`config.mk`:
```
export PLATFORM = sky130hd
export DESIGN_NAME = mem_port_arbiter_flat
export DESIGN_NICKNAME = d
export VERILOG_FILES = /design/src/rtl/mem_port_arbiter_if.sv /design/src/rtl/mem_port_arbiter.sv /design/src/flat_wrapper.sv
export SDC_FILE = /design/constraint.sdc
export NUM_CORES = 1
export LEC_CHECK = 0
export CAP_MARGIN = 15
export CORE_UTILIZATION = 41
export CTS_BUF_LIST = sky130_fd_sc_hd__clkbuf_8
export CTS_CLUSTER_DIAMETER = 30
export DETAILED_ROUTE_END_ITERATION = 7
export MAX_ROUTING_LAYER = met4
export PLACE_DENSITY_LB_ADDON = 0.08
export SKIP_LAST_GASP = 1
export SLEW_MARGIN = 20
export SYNTH_ARGS = -nofsm -noshare
export SYNTH_HDL_FRONTEND = slang
export SYNTH_SLANG_ARGS = --single-unit
```
`constraint.sdc`:
```
create_clock -name i_clk -period 2.3 [get_ports i_clk]
set_input_delay 0.46 -clock i_clk [delete_from_list [all_inputs] [get_ports i_clk]]
set_output_delay 0.46 -clock i_clk [all_outputs]
set_load 0.05 [all_outputs]
```
`src/rtl/mem_port_arbiter_if.sv`:
```
// Bus bundle between the CPU requesters (IF, LS), the shared memory port and the arbiter.
// The arbiter connects through the slave modport.
interface mem_port_arbiter_if #(
  parameter int unsigned ADDR_W = 32,
  parameter int unsigned DATA_W = 32
);
  logic              if_req;
  logic [ADDR_W-1:0] if_addr;
  logic              if_ack;
  logic [DATA_W-1:0] if_rdata;
  logic              ls_req;
  logic              ls_we;
  logic [ADDR_W-1:0] ls_addr;
  logic [DATA_W-1:0] ls_wdata;
  logic              ls_ack;
  logic [DATA_W-1:0] ls_rdata;
  logic [ADDR_W-1:0] mem_addr;
  logic [DATA_W-1:0] mem_wdata;
  logic              mem_wr;
  logic [DATA_W-1:0] mem_rdata;
  logic              busy;
  logic              owner;

  modport slave (
    input  if_req, if_addr, ls_req, ls_we, ls_addr, ls_wdata, mem_rdata,
    output if_ack, if_rdata, ls_ack, ls_rdata, mem_addr, mem_wdata, mem_wr, busy, owner
  );

  modport master (
    output if_req, if_addr, ls_req, ls_we, ls_addr, ls_wdata, mem_rdata,
    input  if_ack, if_rdata, ls_ack, ls_rdata, mem_addr, mem_wdata, mem_wr, busy, owner
  );
endinterface

```
`src/rtl/mem_port_arbiter.sv`:
```
// Shares the single memory port between instruction fetch and load/store, hiding memory latency.
// Define MEM_ARB_RR_EN for round-robin arbitration; otherwise LS has fixed priority over IF.
module mem_port_arbiter #(
  parameter int unsigned ADDR_W  = 32,
  parameter int unsigned DATA_W  = 32,
  parameter int unsigned MEM_LAT = 3
) (
  input logic               i_clk,
  input logic               i_rst_n,
  mem_port_arbiter_if.slave bus
);

  typedef enum logic [1:0] {StIdle, StAccess, StResp} state_e;

  localparam logic [2:0] LastCnt = 3'(MEM_LAT - 1);

  state_e            r_state;
  logic [2:0]        r_cnt;
  logic              r_owner;
  logic              r_we;
  logic              r_mem_wr;
  logic [ADDR_W-1:0] r_mem_addr;
  logic [DATA_W-1:0] r_mem_wdata;
  logic              r_if_ack;
  logic              r_ls_ack;
  logic [DATA_W-1:0] r_if_rdata;
  logic [DATA_W-1:0] r_ls_rdata;
  logic              r_busy;

  logic w_any_req;
  logic w_grant_ls;

  assign w_any_req = bus.if_req | bus.ls_req;

`ifdef MEM_ARB_RR_EN
  // r_owner doubles as the last-owner register; on a tie the other requester wins
  assign w_grant_ls = bus.ls_req & (~bus.if_req | ~r_owner);
`else
  assign w_grant_ls = bus.ls_req;
`endif

  always_ff @(posedge i_clk or negedge i_rst_n) begin
    if (!i_rst_n) begin
      r_state     <= StIdle;
      r_cnt       <= 3'd0;
      r_owner     <= 1'b0;
      r_we        <= 1'b0;
      r_mem_wr    <= 1'b0;
      r_mem_addr  <= '0;
      r_mem_wdata <= '0;
      r_if_ack    <= 1'b0;
      r_ls_ack    <= 1'b0;
      r_if_rdata  <= '0;
      r_ls_rdata  <= '0;
      r_busy      <= 1'b0;
    end else begin
      case (r_state)
        StIdle: begin
          if (w_any_req) begin
            r_owner    <= w_grant_ls;
            r_mem_addr <= w_grant_ls ? bus.ls_addr : bus.if_addr;
            if (w_grant_ls) begin
              r_mem_wdata <= bus.ls_wdata;
            end
            r_we     <= w_grant_ls & bus.ls_we;
            // strobe is the registered form of (write flag & cnt==0)
            r_mem_wr <= w_grant_ls & bus.ls_we;
            r_cnt    <= 3'd0;
            r_busy   <= 1'b1;
            r_state  <= StAccess;
          end
        end
        StAccess: begin
          r_mem_wr <= 1'b0;
          r_cnt    <= r_cnt + 3'd1;
          if (r_cnt == LastCnt) begin
            if (!r_owner) begin
              r_if_rdata <= bus.mem_rdata;
              r_if_ack   <= 1'b1;
            end else begin
              if (!r_we) begin
                r_ls_rdata <= bus.mem_rdata;
              end
              r_ls_ack <= 1'b1;
            end
            r_state <= StResp;
          end
        end
        StResp: begin
          r_if_ack <= 1'b0;
          r_ls_ack <= 1'b0;
          r_busy   <= 1'b0;
          r_state  <= StIdle;
        end
        default: begin
          r_state <= StIdle;
        end
      endcase
    end
  end

  assign bus.if_ack    = r_if_ack;
  assign bus.if_rdata  = r_if_rdata;
  assign bus.ls_ack    = r_ls_ack;
  assign bus.ls_rdata  = r_ls_rdata;
  assign bus.mem_addr  = r_mem_addr;
  assign bus.mem_wdata = r_mem_wdata;
  assign bus.mem_wr    = r_mem_wr;
  assign bus.busy      = r_busy;
  assign bus.owner     = r_owner;

endmodule

```
`src/flat_wrapper.sv`:
```
// flat-port wrapper written by rule: the top's interface ports become plain ports
module mem_port_arbiter_flat 
#(
  parameter int unsigned ADDR_W  = 32,
  parameter int unsigned DATA_W  = 32,
  parameter int unsigned MEM_LAT = 3
)
  (i_clk, i_rst_n, bus_if_req, bus_if_addr, bus_ls_req, bus_ls_we, bus_ls_addr, bus_ls_wdata, bus_mem_rdata, bus_if_ack, bus_if_rdata, bus_ls_ack, bus_ls_rdata, bus_mem_addr, bus_mem_wdata, bus_mem_wr, bus_busy, bus_owner);
  mem_port_arbiter_if #(.ADDR_W(ADDR_W), .DATA_W(DATA_W)) bus_i ();
  input logic i_clk;
  input logic i_rst_n;
  input wire logic [$bits(bus_i.if_req)-1:0] bus_if_req;
  input wire logic [$bits(bus_i.if_addr)-1:0] bus_if_addr;
  input wire logic [$bits(bus_i.ls_req)-1:0] bus_ls_req;
  input wire logic [$bits(bus_i.ls_we)-1:0] bus_ls_we;
  input wire logic [$bits(bus_i.ls_addr)-1:0] bus_ls_addr;
  input wire logic [$bits(bus_i.ls_wdata)-1:0] bus_ls_wdata;
  input wire logic [$bits(bus_i.mem_rdata)-1:0] bus_mem_rdata;
  output wire logic [$bits(bus_i.if_ack)-1:0] bus_if_ack;
  output wire logic [$bits(bus_i.if_rdata)-1:0] bus_if_rdata;
  output wire logic [$bits(bus_i.ls_ack)-1:0] bus_ls_ack;
  output wire logic [$bits(bus_i.ls_rdata)-1:0] bus_ls_rdata;
  output wire logic [$bits(bus_i.mem_addr)-1:0] bus_mem_addr;
  output wire logic [$bits(bus_i.mem_wdata)-1:0] bus_mem_wdata;
  output wire logic [$bits(bus_i.mem_wr)-1:0] bus_mem_wr;
  output wire logic [$bits(bus_i.busy)-1:0] bus_busy;
  output wire logic [$bits(bus_i.owner)-1:0] bus_owner;
  assign bus_i.if_req = bus_if_req;
  assign bus_i.if_addr = bus_if_addr;
  assign bus_i.ls_req = bus_ls_req;
  assign bus_i.ls_we = bus_ls_we;
  assign bus_i.ls_addr = bus_ls_addr;
  assign bus_i.ls_wdata = bus_ls_wdata;
  assign bus_i.mem_rdata = bus_mem_rdata;
  assign bus_if_ack = bus_i.if_ack;
  assign bus_if_rdata = bus_i.if_rdata;
  assign bus_ls_ack = bus_i.ls_ack;
  assign bus_ls_rdata = bus_i.ls_rdata;
  assign bus_mem_addr = bus_i.mem_addr;
  assign bus_mem_wdata = bus_i.mem_wdata;
  assign bus_mem_wr = bus_i.mem_wr;
  assign bus_busy = bus_i.busy;
  assign bus_owner = bus_i.owner;
  mem_port_arbiter #(.ADDR_W(ADDR_W), .DATA_W(DATA_W), .MEM_LAT(MEM_LAT)) u_core (.i_clk(i_clk), .i_rst_n(i_rst_n), .bus(bus_i));
endmodule
```
==> results.toml, run 1 <==
[power_and_ir_drop]
powerDensity_nw_per_um2 = 1740
power_leakage_uw = 0.00384
highest_ir_drop_seen_on_vdd_v = 0.000973

[critical_path]
timing.critical_path.from_type = "flip-flop"
path_buf_inv = 1
critical_path_peak_fanout = 2
number_of_cells_on_the_worst_reg_to_reg_path = 6
cp_cell_sequence = "clkdlybuf4s50_1"
worst-endpoint-required_ps = 1840
timing.setup.critical_path_class = "flip-flop to output port"
end_kind = "output port"
timing.critical_path.depth = 1
cp_max_stage_delay_ps = 860
cp.arrival_ps = 1670
cpLargestDelayFamily = "buffers and inverters"
cp_slowest_cell = "clkdlybuf4s50_1"

[global_route]
gr-usage-met1 = 0.231
grt_antenna_before_repair = 0
grt_pass1_wl_um = 21900
overflow = 0
global_route.usage.met3 = 0.0728
grt_start_max_net_pins = 67
most_used_routing_layer = "met2"
grtUsageTotal = 0.205
use_met2 = 0.328
via_count_of_the_first_global_routing_pass = 4305

[route]
detailedRoute.firstPassIterationCount = 4
num_vias = 3943
wl_per_cell_um = 17.1
detail_route.vias_per_cell = 4.79
drt-total-wl_um = 14100
drc_errors = 0
drt.antenna.violating_nets = 0
dr.first_iter.drc_count = 138

[sta]
setup_viol = 0
worst_hold_slack_ps = 23.2
drv_slew = 0
finalCriticalPeriod_ps = 2130
min_period_over_period = 0.926
setup-tns-final_ps = 0
hold_viol = 0
max_freq_mhz = 470
slew_headroom = 0.571
unrepaired_setup_endpoints_after_global_routing = "false"
timing.clock.skew_ps = 15.4
worst_slew_pin_slew_ps = 643

[cts]
tritoncts = "built"
clock_path_buffers = 2
later_pin_clock_latency_in_the_skew_report_ps = 450
sink_count = 139
cts_made_buffers = 17
hold_buffers = 0
cts_root_buffer = "clkbuf_8"
cts_htree_levels = 4
clk_transition_reported_paths_ps = 70

[cells_and_area]
nNetsFinal = 766
synthToLayoutAreaGrowth_pct = 56.5
post_layout_nonfiller_instances = 824
antenna-diode-count = 0
postLayoutCoreUtil = 0.659
fraction_of_final_layout_cells_sized_beyond_drive_strength_1 = 0.314

[synthesis]
yosysWarnings = 0
ffs_latches_synth = 139
simple_gate_area_share_of_the_yosys_netlist = 0.0274
synth-compound-area-share = 0.0109
postSynth.asyncResetShare = 1.00
post_synth_instance_area_um2 = 5840
avg_inst_size_synth_um2 = 16.5
synth_seq_area_share = 0.595
syn_inst = 353
synth.area.mux_share = 0.327
area_share_of_xor_xnor_cells_in_the_synthesized_design = 0.00150
fraction_of_the_mapped_netlist_area_in_adder_cells = 0.00428
synth_nets = 488
number_of_flops_mapped_to_enable_cells_by_yosys = 0
yosys_most_used_dff = "dfrtp_1"
synth_top_family_by_area = "multiplexers"
post_synth_num_cell_types = 33

[hold_path]
holdCritPathClass = "input pin to asynchronous set/reset pin"

[place]
port_buffers = 265
placed_cells = 792
place.gp.congestion = 0.720
dpl.hpwl_um = 10200

[job]
max_cap_violations = 0

[floorplan]
io_pins = 266
fp.dieW_um = 121
floorplan.initialDensity = 0.421
die_area_um2 = 14700
rows = 43
core_region_um2 = 13900
die_y_um = 121

[status]
outcome = "complete, no violations"
[synthesized netlist by cell type (2+ instances only)]
master,instances,area [um2]
mux2_4,29,435
buf_12,3,60.1
buf_6,5,56.3
o21ai_0,5,25.0
nand2_1,5,18.8
mux2_1,9,101
ha_1,2,25.0
buf_2,3,15.0
inv_1,3,11.3
buf_4,6,45.0
dfrtp_1,139,3480
mux2_2,122,1370
nor2_1,2,7.51
[flip-flops by register name, indices dropped and copies added (netlist names)]
| signal | cells |
|---|---|
| u_core.bus.mem_wdata | 32 |
| u_core.bus.if_rdata | 32 |
| u_core.r_cnt | 3 |
| u_core.bus.ls_rdata | 32 |
| u_core.bus.ls_ack | 1 |
| u_core.r_we | 1 |
| u_core.r_state | 2 |
| u_core.bus.busy | 1 |
| u_core.bus.if_ack | 1 |
| u_core.bus.owner | 1 |
| u_core.bus.mem_addr | 32 |
| u_core.bus.mem_wr | 1 |
[metal layers]
metal | up-vias | share of wire
li1 | 1809 | -
met1 | 1953 | 0.41
met2 | 159 | 0.50
met3 | 22 | 0.077
met4 | 0 | 0.020
met5 | - | 0
[final timing paths]
| kind | start | endpoint | slack, ps |
|---|---|---|---|
| setup / recovery | u_core.bus.mem_addr[31] | bus_mem_addr[31] | 170 |
| max in group asynchronous | i_rst_n | u_core.bus.mem_addr[9] | 1690 |
| hold / removal | i_rst_n | u_core.bus.if_rdata[11] | 20 |
| setup reg to reg | u_core.r_cnt[0] | u_core.bus.ls_rdata[28] | 430 |
| hold reg to reg | u_core.bus.busy | u_core.bus.busy | 480 |
| min in group i_clk | u_core.bus.busy | u_core.bus.busy | 480 |
[placed cells by master, fill, tap and decap left out]
cell type,n
buf_12,7
inv_1,3
nand2_1,5
nand2b_1,1
nand3b_1,1
nor2b_1,1
clkinvlp_4,1
clkinv_4,1
and4bb_4,1
mux2_1,9
or3_1,1
dlygate4sd2_1,1
nor2_1,2
mux2_2,122
clkinv_2,8
nand3_1,1
nor3b_4,1
a21o_1,1
mux2_4,29
or2b_1,1
buf_4,6
dfrtp_1,139
o21a_1,1
nor3_4,1
nand3b_4,1
nor2b_4,1
xor2_1,1
o21ai_0,5
clkbuf_8,18
buf_6,1
nor4bb_1,1
o22ai_1,1
clkdlybuf4s50_1,263
a22o_1,1
a32oi_1,1
ha_1,2
bufinv_16,4
[repair_timing]
action | in CTS | in global routing
hold endpoints to repair | 0 | 0
resized for setup | 1 | 0
endpoints found under the setup margin | 1 | 0
buffers inserted | 0 | 0
[area by class of cell]
| type | count | area [um2] |
|---|---|---|
| fill | 1026 | 4740 |
| sequential | 139 | 3480 |
| timing repair buffer | 278 | 2840 |
| multi-input combinational | 192 | 2170 |
| clock buffer | 18 | 248 |
| tap | 180 | 225 |
| clock inverter | 14 | 176 |
| inverter | 3 | 11.3 |
[logic make-up (layout without fill, tap and decap cells)]
group                    after synthesis  count (layout)
AO/OA/AOI/OAI                         10              10
XOR/XNOR                               1               1
adder cells (fa/ha/maj)                2               2
buffers and inverters                 22             313
flip-flops                           139             139
multiplexers                         160             160
AND/OR/NAND/NOR                       19              19
[power by group]
part	internal, uW	switching, uW
logic	3690	5730
registers	3690	662
clock network	1190	924
total	8580	7310
[stage by stage]
step,total power (uW),worst slack [ps],instance area [um2]
6_report,15900,171,9150
5_1_grt,16600,94.5,9150
4_1_cts,16000,136,9150
3_5_place_dp,13900,99.6,8720
3_3_place_gp,13700,134,8720
2_1_floorplan,10700,586,5840
No activity file was read; power rests on OpenSTA's default activity.
==> inputs of run 2 (changes only) <==
--- a/config.mk
+++ b/config.mk
@@ -6,6 +6,7 @@
 export NUM_CORES = 1
 export LEC_CHECK = 0
 export CAP_MARGIN = 15
+export CORE_MARGIN = 2
 export CORE_UTILIZATION = 41
 export CTS_BUF_LIST = sky130_fd_sc_hd__clkbuf_8
 export CTS_CLUSTER_DIAMETER = 30
==> results.toml, run 2 (same netlist as run 1, synthesis figures left out) <==
[global_route]
grt_antenna_before_repair = 0
grtUsageTotal = 0.194
via_count_of_the_first_global_routing_pass = 4183
grt_pass1_wl_um = 21400
grt_start_max_net_pins = 61
overflow = 0

[floorplan]
io_pins = 266
fp.dieW_um = 123
core_region_um2 = 13900
rows = 43
floorplan.initialDensity = 0.421
die_area_um2 = 15200
die_y_um = 123

[status]
outcome = "complete, no violations"

[job]
max_cap_violations = 0

[cts]
tritoncts = "built"
cts_made_buffers = 17
cts_htree_levels = 4
clk_transition_reported_paths_ps = 70
sink_count = 139
clock_path_buffers = 2
cts_root_buffer = "clkbuf_8"
later_pin_clock_latency_in_the_skew_report_ps = 440

[route]
detailedRoute.firstPassIterationCount = 4
num_vias = 3908
drc_errors = 0
wl_per_cell_um = 17.3
drt.antenna.violating_nets = 0
dr.first_iter.drc_count = 118
detail_route.vias_per_cell = 4.76
drt-total-wl_um = 14200

[cells_and_area]
fraction_of_final_layout_cells_sized_beyond_drive_strength_1 = 0.309
synthToLayoutAreaGrowth_pct = 56.5
filler_cell_count = 1040
nNetsFinal = 763
layout.cells.most_common_list = "262 x clkdlybuf4s50_1, 139 x dfrtp_1, 122 x mux2_2, 29 x mux2_4, 19 x clkbuf_8"
mostFrequentLayoutCell = "clkdlybuf4s50_1"
antenna-diode-count = 0

[critical_path]
path_buf_inv = 1
timing.setup.critical_path_class = "flip-flop to output port"
cp_cell_sequence = "clkdlybuf4s50_1"
timing.reg2reg.setup_slack_ps = 410
timing.rr.end = "u_core.bus.ls_rdata[12]"
end_kind = "output port"
regToRegStartpoint = "u_core.r_cnt[0]"
cp_slowest_cell = "clkdlybuf4s50_1"
cp_max_stage_delay_ps = 850
timing.critical_path.from_type = "flip-flop"
critical_path_peak_fanout = 3
cp.arrival_ps = 1650
worst-endpoint-required_ps = 1840
number_of_cells_on_the_worst_reg_to_reg_path = 5
cpLargestDelayFamily = "buffers and inverters"

[hold_path]
holdCritPathClass = "input pin to flip-flop"
min_from = "bus_ls_req"
holdPathStages = 3
worst_hold_path.endpoint = "u_core.bus.mem_wr"

[sta]
unrepaired_setup_endpoints_after_global_routing = "false"
min_period_over_period = 0.919
max_freq_mhz = 473
finalCriticalPeriod_ps = 2110
timing.clock.skew_ps = 10.5
slew_headroom = 0.632
drv_slew = 0
hold_viol = 0
setup-tns-final_ps = 0
setup_viol = 0
worst_slew_pin_slew_ps = 551

[power_and_ir_drop]
highest_ir_drop_seen_on_vdd_v = 0.000769
total_power_draw_uw = 16100
powerDensity_nw_per_um2 = 1770
power_leakage_uw = 0.00384

[place]
port_buffers = 265
dpl.hpwl_um = 10500
place.gp.congestion = 0.725
-- run 2: how the worst max path moves through the flow --
stage / slack [ps] / start / to / cells past startpoint
after floorplan: 590 / bus_ls_req / u_core.bus.mem_addr[27] / 4
after CTS: 160 / u_core.bus.ls_ack / bus_ls_ack / 1
after global routing: 130 / u_core.bus.mem_addr[31] / bus_mem_addr[31] / 1
final: 190 / u_core.bus.ls_ack / bus_ls_ack / 1
after global placement: 430 / u_core.r_state[0] / u_core.bus.ls_rdata[3] / 3
after detailed placement: 400 / bus_if_req / u_core.bus.mem_addr[22] / 5
-- run 2: per-layer routing --
metal  up-vias  track usage  part of all wire
met5         -            -                 0
met4         0       0.0724             0.014
met3        17       0.0581             0.074
met2       146        0.326              0.52
met1      1946        0.218              0.40
li1       1799            -                 -
-- run 2: timing repair --
action,CTS,global route
hold buffers,1,0
endpoints found under the hold margin,46,0
setup endpoints to repair,1,0
setup buffers,0,0
gates resized for setup,1,0
-- run 2: cell type report --
| cell class | instances | area [um2] | area share |
|---|---|---|---|
| well taps | 180 | 225 | 0.0246 |
| flip-flops and latches | 139 | 3480 | 0.381 |
| inverters | 3 | 11.3 | 0.00123 |
| repair buffers | 275 | 2780 | 0.304 |
| clock inverters | 13 | 221 | 0.0242 |
| clock buffers | 19 | 262 | 0.0286 |
| multi-input cells | 192 | 2170 | 0.237 |
-- run 2: per-stage QoR --
step           setup WS [ps]  hold slack (ps)  utilization  std cells  instance area (um2)
2_1_floorplan            586              164            -        353                 5840
3_3_place_gp             426              423        0.623        788                 8650
3_5_place_dp             398              425        0.623        788                 8650
4_1_cts                  156              466        0.659        821                 9140
5_1_grt                  126              501        0.659        821                 9140
6_report                 186              485        0.659        821                 9140
-- run 2: power by group --
group          internal [uW]  switching [uW]
clock                   1450             921
sequential              3690             692
combinational           3660            5720
total                   8810            7330
==> inputs of run 3 (changes only) <==
--- a/config.mk
+++ b/config.mk
@@ -11,6 +11,7 @@
 export CTS_BUF_LIST = sky130_fd_sc_hd__clkbuf_8
 export CTS_CLUSTER_DIAMETER = 30
 export DETAILED_ROUTE_END_ITERATION = 7
+export DONT_BUFFER_PORTS = 1
 export MAX_ROUTING_LAYER = met4
 export PLACE_DENSITY_LB_ADDON = 0.08
 export SKIP_LAST_GASP = 1
==> results.toml, run 3 (same netlist as run 1, synthesis figures left out) <==
[status]
outcome = "finished, violations left"
failed_checks = "hold timing"

[sta]
worst_slew_pin_slew_ps = 547
unrepaired_setup_endpoints_after_global_routing = "false"
min_period_over_period = 0.825
max_freq_mhz = 527
layout_setup_ws_ps = 402
hold_viol = 139
drv_slew = 0
finalCriticalPeriod_ps = 1900
timing.clock.skew_ps = 11.4
setup_viol = 0
setup-tns-final_ps = 0
slew_headroom = 0.635
worst_hold_slack_ps = -288

[global_route]
use_met2 = 0.244
grtUsageTotal = 0.160
grt_pass1_wl_um = 17500
grt_antenna_before_repair = 1
via_count_of_the_first_global_routing_pass = 3184
overflow = 0
grt_start_max_net_pins = 140
global_route.usage.met3 = 0.0715
most_used_routing_layer = "met2"
gr-usage-met1 = 0.178

[route]
dr.first_iter.drc_count = 102
detailedRoute.firstPassIterationCount = 4
drt-total-wl_um = 11600
drt.antenna.violating_nets = 0
detail_route.vias_per_cell = 5.31
wl_per_cell_um = 20.9
drc_errors = 0
num_vias = 2948

[cts]
later_pin_clock_latency_in_the_skew_report_ps = 450
cts_made_buffers = 17
post_cts_setup_buffer_count = 0
sink_count = 139
clock_path_buffers = 2
post_cts_resize_count = 0
tritoncts = "built"
cts_htree_levels = 4
cts_root_buffer = "clkbuf_8"
clk_transition_reported_paths_ps = 80

[critical_path]
number_of_cells_on_the_worst_reg_to_reg_path = 6
critical_path_peak_fanout = 18
cp_cell_sequence = "inv_1 -> ha_1 -> and4bb_4 -> nor2b_4 -> buf_4 -> mux2_2"
timing.rr.end = "u_core.bus.if_rdata[22]"
timing.critical_path.from_type = "flip-flop"
timing.setup.critical_path_class = "flip-flop to flip-flop"
timing.reg2reg.setup_slack_ps = 400
cpLargestDelayFamily = "simple AND/OR/NAND/NOR gates"
end_kind = "flip-flop"
cp_slowest_cell = "dfrtp_1"
cp_max_stage_delay_ps = 400
path_buf_inv = 2
cp.arrival_ps = 2230
regToRegStartpoint = "u_core.r_cnt[0]"
worst-endpoint-required_ps = 2630

[place]
pre_cts_slack_ps = 387
dpl.hpwl_um = 7990
place.gp.congestion = 0.708
port_buffers = 0

[floorplan]
core_region_um2 = 13900
fp.dieW_um = 123
die_area_um2 = 15200
rows = 43
io_pins = 266
floorplan.initialDensity = 0.421
die_y_um = 123

[cells_and_area]
synthToLayoutAreaGrowth_pct = 8.40
fraction_of_final_layout_cells_sized_beyond_drive_strength_1 = 0.508
layout.cells.most_common_list = "139 x dfrtp_1, 122 x mux2_2, 29 x mux2_4, 19 x clkbuf_8"
mostFrequentLayoutCell = "dfrtp_1"
nNetsFinal = 496

[hold_path]
holdCritPathClass = "input pin to asynchronous set/reset pin"

[job]
max_cap_violations = 0
[run 3: cell count changes in the layout (fill, tap and decap cells not counted), sizes merged, moves of 2 or more]
cell,before,now
clkdlybuf4s50,262,0
inv,4,9
bufinv,6,2
buf,11,8
clkinv,6,3
clkinvlp,0,2
[run 3: stage by stage]
stage	util	instance area, um2	instances
after CTS	0.456	6330	554
after global routing	0.456	6330	555
after floorplan	-	5840	353
after detailed placement	0.429	5960	522
after global placement	0.429	5960	522
final	0.456	6330	555
[run 3: how the worst max path moves through the flow]
stage,start,to,cells past startpoint
final,u_core.r_cnt[0],u_core.bus.if_rdata[22],6
after global placement,u_core.r_cnt[0],u_core.bus.if_rdata[23],6
after detailed placement,u_core.r_cnt[0],u_core.bus.ls_rdata[13],5
after global routing,u_core.r_cnt[0],u_core.bus.ls_rdata[16],5
after floorplan,bus_ls_req,u_core.bus.mem_addr[27],4
after CTS,u_core.r_cnt[0],u_core.bus.ls_rdata[13],5
[run 3: final cells by class]
class,count,area [um2]
inverter,3,11.3
tap,180,225
timing repair buffer,8,72.6
sequential,139,3480
clock buffer,19,262
fill,1241,7550
multi-input combinational,192,2170
clock inverter,13,113
antenna,1,2.50
[run 3: routing by layer]
metal / wire length [um] / share of wire
met3: 1290 / 0.11
met4: 255 / 0.022
met5: 0 / 0
met2: 5820 / 0.50
met1: 4260 / 0.37
Power of run 3 is not shown: default switching activity piles up to over one toggle a cycle in this logic, so the estimate is an artifact.
